==> src/rtl/serial_code_converter_if.sv <==
// Serial code converter port bundle: serial bit in, qualifier and mode from the
// source; converted bit, completion pulses and digit index back to it.
interface serial_code_converter_if #(
  parameter int DIGITS = 4
);
  localparam int IDX_W = (DIGITS > 1) ? $clog2(DIGITS) : 1;

  logic             X;
  logic             En;
  logic             Mode;
  logic             Z;
  logic             Digit_done;
  logic             Frame_done;
  logic             Err;
  logic [IDX_W-1:0] Digit_idx;

  modport master (
    output X, En, Mode,
    input  Z, Digit_done, Frame_done, Err, Digit_idx
  );

  modport slave (
    input  X, En, Mode,
    output Z, Digit_done, Frame_done, Err, Digit_idx
  );
endinterface

==> src/rtl/serial_code_converter.sv <==
// Bit-serial Excess-3 <-> BCD converter (LSB first, 4-bit digits, Mealy output).
// Define SCC_ERR_EN to build the input shadow and invalid-code checker behind Err.
module serial_code_converter #(
  parameter int DIGITS = 4
) (
  input logic                   Clk,
  input logic                   Rst,
  serial_code_converter_if.slave bus
);
  localparam int IDX_W = (DIGITS > 1) ? $clog2(DIGITS) : 1;
  localparam logic [IDX_W-1:0] LAST_IDX = IDX_W'(DIGITS - 1);

  typedef enum logic [1:0] {BIT0, BIT1, BIT2, BIT3} bit_state_t;

  bit_state_t       state_reg, state_next;
  logic             cb_reg, cb_next;
  logic             mode_reg, mode_next;
  logic [IDX_W-1:0] digit_idx_reg, digit_idx_next;
  logic             digit_done_reg, digit_done_next;
  logic             frame_done_reg, frame_done_next;
  logic             err_reg, err_next;
  logic             z;
  logic             accept;
  logic             mode_eff;
  logic             k;
  logic             cb_in;

`ifdef SCC_ERR_EN
  // Bit 3 is never stored: at completion it is the live X.
  logic [2:0] shadow_reg, shadow_next;
  logic [3:0] digit_val;
`endif

  always_ff @(posedge Clk or posedge Rst) begin
    if (Rst) begin
      state_reg      <= BIT0;
      cb_reg         <= 1'b0;
      mode_reg       <= 1'b0;
      digit_idx_reg  <= '0;
      digit_done_reg <= 1'b0;
      frame_done_reg <= 1'b0;
      err_reg        <= 1'b0;
`ifdef SCC_ERR_EN
      shadow_reg     <= '0;
`endif
    end else begin
      state_reg      <= state_next;
      cb_reg         <= cb_next;
      mode_reg       <= mode_next;
      digit_idx_reg  <= digit_idx_next;
      digit_done_reg <= digit_done_next;
      frame_done_reg <= frame_done_next;
      err_reg        <= err_next;
`ifdef SCC_ERR_EN
      shadow_reg     <= shadow_next;
`endif
    end
  end

  always_comb begin
    state_next      = state_reg;
    cb_next         = cb_reg;
    mode_next       = mode_reg;
    digit_idx_next  = digit_idx_reg;
    digit_done_next = 1'b0;
    frame_done_next = 1'b0;
    err_next        = 1'b0;
    z               = 1'b0;
    accept          = bus.En && !Rst;
    // Mode is only honoured at bit 0; later bits use the latched copy.
    mode_eff        = (state_reg == BIT0) ? bus.Mode : mode_reg;
    k               = (state_reg == BIT0) || (state_reg == BIT1);
    cb_in           = (state_reg == BIT0) ? 1'b0 : cb_reg;
`ifdef SCC_ERR_EN
    shadow_next     = shadow_reg;
    digit_val       = {bus.X, shadow_reg};
`endif

    if (accept) begin
      z         = bus.X ^ k ^ cb_in;
      mode_next = mode_eff;
      if (mode_eff)
        cb_next = (bus.X & k) | (bus.X & cb_in) | (k & cb_in);
      else
        cb_next = (~bus.X & (k | cb_in)) | (k & cb_in);

      case (state_reg)
        BIT0: state_next = BIT1;
        BIT1: state_next = BIT2;
        BIT2: state_next = BIT3;
        default: begin
          state_next      = BIT0;
          digit_done_next = 1'b1;
          if (digit_idx_reg == LAST_IDX) begin
            frame_done_next = 1'b1;
            digit_idx_next  = '0;
          end else begin
            digit_idx_next = digit_idx_reg + 1'b1;
          end
`ifdef SCC_ERR_EN
          if (mode_eff)
            err_next = (digit_val > 4'd9);
          else
            err_next = (digit_val < 4'd3) || (digit_val > 4'd12);
`endif
        end
      endcase

`ifdef SCC_ERR_EN
      case (state_reg)
        BIT0: shadow_next[0] = bus.X;
        BIT1: shadow_next[1] = bus.X;
        BIT2: shadow_next[2] = bus.X;
        default: shadow_next = shadow_reg;
      endcase
`endif
    end
  end

  assign bus.Z          = z;
  assign bus.Digit_done = digit_done_reg;
  assign bus.Frame_done = frame_done_reg;
  assign bus.Err        = err_reg;
  assign bus.Digit_idx  = digit_idx_reg;
endmodule
==> src/flat_wrapper.sv <==
// flat-port wrapper written by rule: the top's interface ports become plain ports
module serial_code_converter_flat 
#(
  parameter int DIGITS = 4
)
  (Clk, Rst, bus_X, bus_En, bus_Mode, bus_Z, bus_Digit_done, bus_Frame_done, bus_Err, bus_Digit_idx);
  serial_code_converter_if #(.DIGITS(DIGITS)) bus_i ();
  input logic Clk;
  input logic Rst;
  input wire logic [$bits(bus_i.X)-1:0] bus_X;
  input wire logic [$bits(bus_i.En)-1:0] bus_En;
  input wire logic [$bits(bus_i.Mode)-1:0] bus_Mode;
  output wire logic [$bits(bus_i.Z)-1:0] bus_Z;
  output wire logic [$bits(bus_i.Digit_done)-1:0] bus_Digit_done;
  output wire logic [$bits(bus_i.Frame_done)-1:0] bus_Frame_done;
  output wire logic [$bits(bus_i.Err)-1:0] bus_Err;
  output wire logic [$bits(bus_i.Digit_idx)-1:0] bus_Digit_idx;
  assign bus_i.X = bus_X;
  assign bus_i.En = bus_En;
  assign bus_i.Mode = bus_Mode;
  assign bus_Z = bus_i.Z;
  assign bus_Digit_done = bus_i.Digit_done;
  assign bus_Frame_done = bus_i.Frame_done;
  assign bus_Err = bus_i.Err;
  assign bus_Digit_idx = bus_i.Digit_idx;
  serial_code_converter #(.DIGITS(DIGITS)) u_core (.Clk(Clk), .Rst(Rst), .bus(bus_i));
endmodule
==> config.mk <==
export PLATFORM = sky130hd
export DESIGN_NAME = serial_code_converter_flat
export DESIGN_NICKNAME = d
export VERILOG_FILES = /design/src/rtl/serial_code_converter_if.sv /design/src/rtl/serial_code_converter.sv /design/src/flat_wrapper.sv
export SDC_FILE = /design/constraint.sdc
export NUM_CORES = 1
export LEC_CHECK = 0
export CAP_MARGIN = 30
export CORE_AREA = 2 2 39 41
export CTS_BUF_LIST = sky130_fd_sc_hd__clkbuf_4 sky130_fd_sc_hd__clkbuf_8 sky130_fd_sc_hd__clkbuf_16
export CTS_CLUSTER_DIAMETER = 50
export DETAILED_ROUTE_END_ITERATION = 10
export DIE_AREA = 0 0 41 43
export PLACE_DENSITY = 0.61
export SLEW_MARGIN = 20
export SYNTH_ARGS = -nofsm -noshare
export SYNTH_HDL_FRONTEND = slang
export SYNTH_SLANG_ARGS = --single-unit
==> constraint.sdc <==
create_clock -name Clk -period 3.39 [get_ports Clk]
set_input_delay 0.678 -clock Clk [delete_from_list [all_inputs] [get_ports Clk]]
set_output_delay 0.678 -clock Clk [all_outputs]
set_load 0.005 [all_outputs]
# ---- Word level (Yosys, flattened, before mapping)
# Index checks and enable logic that the tools add are counted.
dict set report totals {
  inputBits 5
  ff_bits 8
  elab_cells 39
}
dict set report classes {
  bitwise_logic 12
  add_sub_neg 1
  n_eq_ne 3
  mux 11
  reduce_logical 6
}
# op count
set op_table {}
lappend op_table {{$mux W1} 9}
lappend op_table {{$pmux W2 S3} 1}
lappend op_table {{$and A1 B1 Y1} 4}
lappend op_table {{$eq A2 B2 Y1 const B} 2}
lappend op_table {{$or A1 B1 Y1} 4}
lappend op_table {{$reduce_or A3 Y1} 1}
lappend op_table {{$add A2 B1 Y2 const B} 1}
lappend op_table {{$eq A2 B1 Y1 const B} 1}
lappend op_table {{$logic_not A2 Y1} 1}
lappend op_table {{$mux W2} 1}
lappend op_table {{$not A1 Y1} 2}
lappend op_table {{$reduce_and A2 Y1} 1}
lappend op_table {{$xor A1 B1 Y1} 2}
lappend op_table {{$logic_and A1 B1 Y1} 1}
lappend op_table {{$logic_not A1 Y1} 1}
lappend op_table {{$logic_or A1 B1 Y1} 1}

# ---- Depth between registers and ports, before layout
# Gate-level depths: netlist of the first run.
dict set report logic_depth {
  word_depth 6
  depth_mapped 7
}

# ---- Least setup slack after synthesis of the first run
# OpenSTA, ideal clock, no wires.
dict set report synth_path {
  path_type {register to output}
  from {reg u_core.state_reg[0]}
  to {out bus_Z}
  t_arrival_ps 1457
  path_buffers 0
  slack_ps 1255
  path_stages_with_launch 7
  cell_sequence {dfrtp_1 inv_1 ha_1 or2_2 ha_1 xnor2_1 nor2_1}
}
dict set report synth_via {
  elab_chain_len 5
}
# item line_no
set synth_rtl {}
lappend synth_rtl {{start, declared} serial_code_converter.sv:15} ;# bit_state_t state_reg, state_next;
lappend synth_rtl {{start signal, assigned} serial_code_converter.sv:47} ;# state_reg <= state_next;
lappend synth_rtl {{$eq A2 B1 Y1 or $logic_not A2 Y1 (tied branches)} {serial_code_converter.sv:72, serial_code_converter.sv:73}}
lappend synth_rtl {{$logic_or A1 B1 Y1} serial_code_converter.sv:72} ;# k = (state_reg == BIT0) || (state_reg == BIT1);
lappend synth_rtl {{$xor A1 B1 Y1} serial_code_converter.sv:80} ;# z = bus.X ^ k ^ cb_in;
lappend synth_rtl {{$xor A1 B1 Y1 (*)} serial_code_converter.sv:80}
lappend synth_rtl {{$mux W1 (*)} serial_code_converter.sv:79} ;# if (accept) begin
lappend synth_rtl {{end, declared} flat_wrapper.sv:13} ;# output wire logic [$bits(bus_i.Z)-1:0] bus_Z;
# Mark *: on every way between the ends. The rest lies on a longest branch, timed or not.

# ---- Final worst setup path of the first run
# Ends and elaborated chain as after synthesis.

==> metrics, run 1 <==
status=finished, final reports clean; min-delay src=u_core.mode_reg; CTS tree=done; Resized cells post-CTS=0; residual DRC count=0; CP required=2.71 ns; vias in the first global route=346; post-detail-place hpwl=637 um; critical path's most frequent cell=ha_1; largest fanout on the critical path=8; CP Buf/Inv Count=2; antenna-violating nets left=0; Final Hold Vio Count=0; Fillers=145; GRT overflow=0; reg2reg start=u_core.state_reg[0]; Slowest-stage cell, CP=clkdlybuf4s50_1; crit path capture type=output pin; Final min period=2.98 ns; Post-Syn Area=487 sq um; routed vias/inst=4.77; unrepaired setup endpoints after global routing=no; max cap viols=0; CP delay by family, top=buffers and inverters; Initial DRC Count=2; Worst R2R Setup Slack=1.59 ns; Critical R2R Capture=u_core.cb_reg; Post-Synth Adder-Cell Area=15.4%; syn_nets=58; Multi-input gate area=260 sq um; WP data arrival=2.30 ns; mux cell area share after synthesis=6.94%; clk_lat worst skew=0.25 ns; Register-to-Register Path Depth=7; Die X=41 um; die area=0.00176 sq mm; core area=0.00138 sq mm; boundary pin count=11; Register Area=200 sq um; Setup Skew=0.00204 ns; Row Count=14; Main synth FF type=dfrtp_1; routed len/inst=11.2 um; Post-synth EDFFs=0; hold buffers post-CTS=0; sequential fraction of the synthesis area=41.1%; initial antenna violation count=0; Max Root-Sink Buffers=2; Startpoint Class=flip-flop; GRT Overall Usage=12.4%; Starting Density=35.2%; setup violators final=0; leakage=0.000307 uW; Hold Path Depth=1; synth unique cells=23; Port Buf Inserts=9; first-pass GRT wire length=1.39 mm; Ys Warns=0; largest net degree at the start of global routing=9; period utilisation layout=87.8%; Area Growth Syn to Fin=27.2%; Worst Hold Class=reg -> reg; WL final=838 um; Post-synth ARST share=100%; Slew Limit Fails=0; Seq cells post-synth=8; crit-path cells=inv_1 > ha_1 > or2_2 > ha_1 > xnor2_1 > nor2_1 > clkdlybuf4s50_1; Final Wtd Congestion=0.713; ant diodes=0; peak supply drop=294 uV; pre-CTS WS=0.550 ns; Mapped Cells=47; Pwr Density=732 mW/mm^2; clock net sink count=8; largest family of logic cells by synthesized area=simple AND/OR/NAND/NOR gates; XOR/XNOR Fraction of Synth Area=1.80%; Fmax achieved=336 MHz; clk slew on worst S/H paths=0.05 ns; 1st-pass router iterations=4; Synth Area in Compound Gates=12.1%; vias=358; CTS root buf=clkbuf_4; Clock H-tree levels=1; CTS buffer count=3; slowest stage delay, CP=0.49 ns; setup ws final=0.412 ns; mean cell area of the mapped netlist=10.4 sq um; Hold Path Sink=u_core.mode_reg; nets=72; share of layout cells above drive strength 1=16.9%; setup bufs post-CTS=0; simple-gate area share of the yosys netlist=16.5%; die height=43 um; post-route setup TNS=0 ns; Setup CP Type=reg -> out
metrics by stage:
step                      area, sq um  std cells  utilization (%)  hold WS, ns  total power (uW)
after floorplan                   487         47                -        0.487               316
after global placement            597         72             43.1        0.508               383
after detailed placement          597         72             43.1        0.525               387
after CTS                         619         75             44.8        0.541               462
after global routing              619         75             44.8        0.576               502
final                             619         75             44.8        0.531               453
layer usage:
| metal | wire length (um) | GRT usage, % |
|---|---|---|
| met4 | 12 | 6.00 |
| met5 | 0 | 0 |
| met3 | 60 | 7.85 |
| met1 | 356 | 14.1 |
| met2 | 408 | 17.5 |
layout make-up:
class | count | area share (%)
Sequential cell | 8 | 32.3
Inverter | 5 | 3.03
Timing Repair Buffer | 10 | 15.8
Clock buffer | 3 | 3.64
Tap cell | 16 | 3.23
Multi-Input combinational cell | 33 | 42.0
worst max path at each step:
stage / start / end / slack [ns] / depth (start not counted)
after detailed placement: bus_X / bus_Z / 0.55 / 5
after floorplan: u_core.state_reg[0] / bus_Z / 1.25 / 6
final: u_core.state_reg[0] / bus_Z / 0.41 / 7
after global placement: bus_X / bus_Z / 0.54 / 5
after global routing: u_core.state_reg[0] / bus_Z / 0.27 / 7
after CTS: u_core.state_reg[0] / bus_Z / 0.39 / 7
Yosys cell counts (2+ instances only):
library cell | instances | area share (%)
dfrtp_1 | 8 | 41
o21ai_0 | 3 | 3.1
inv_1 | 5 | 3.9
ha_1 | 6 | 15
nand2_1 | 4 | 3.1
nor2_1 | 2 | 1.5
mux2_2 | 3 | 6.9
cell usage in the layout, fill, tap and decap left out:
| cell | n |
|---|---|
| xnor2_1 | 1 |
| or2b_1 | 1 |
| nand2_1 | 4 |
| or2_2 | 1 |
| ha_1 | 6 |
| conb_1 | 1 |
| or3_1 | 1 |
| nor2b_4 | 1 |
| and2b_1 | 1 |
| dfrtp_1 | 8 |
| a21oi_1 | 1 |
| and3_1 | 1 |
| o21ai_0 | 3 |
| mux2_2 | 3 |
| o21bai_1 | 1 |
| clkbuf_4 | 3 |
| buf_4 | 1 |
| clkdlybuf4s50_1 | 9 |
| a21o_1 | 1 |
| inv_1 | 5 |
| nor3_1 | 1 |
| a22o_1 | 1 |
| nor2_1 | 2 |
| nand3_1 | 1 |
| o221ai_2 | 1 |
worst register-to-register path: cells and delay by family, from the launching register on:
kind / cells / cell delay [ns]
and+or+nand+nor: 1 / 0.31
AOI/OAI and AO/OA: 3 / 0.44
buffers and inverters: 1 / 0.09
DFF: 1 / 0.38
adders and majority gates: 2 / 0.48
report_power, final:
part | total (uW) | internal, uW | switching (uW)
Sequential | 160 | 131 | 28.6
Combinational | 222 | 129 | 93.6
Clock | 71.4 | 40.4 | 31.0
logic make-up after synthesis:
family                   after synthesis
XOR/XNOR                               1
adder cells (fa/ha/maj)                6
AND/OR/NAND/NOR                       14
AO/OA/AOI/OAI                          8
buffers and inverters                  6
multiplexers                           3
other                                  1
flip-flops                             8
(Power assumes the default switching activity.)
==> run 2: changes to the inputs <==
--- a/config.mk
+++ b/config.mk
@@ -16,3 +16,4 @@
 export SYNTH_ARGS = -nofsm -noshare
 export SYNTH_HDL_FRONTEND = slang
 export SYNTH_SLANG_ARGS = --single-unit
+export TNS_END_PERCENT = 100
==> results of run 2 <==
Final layout, timing and power as in run 1 (identical DEF).
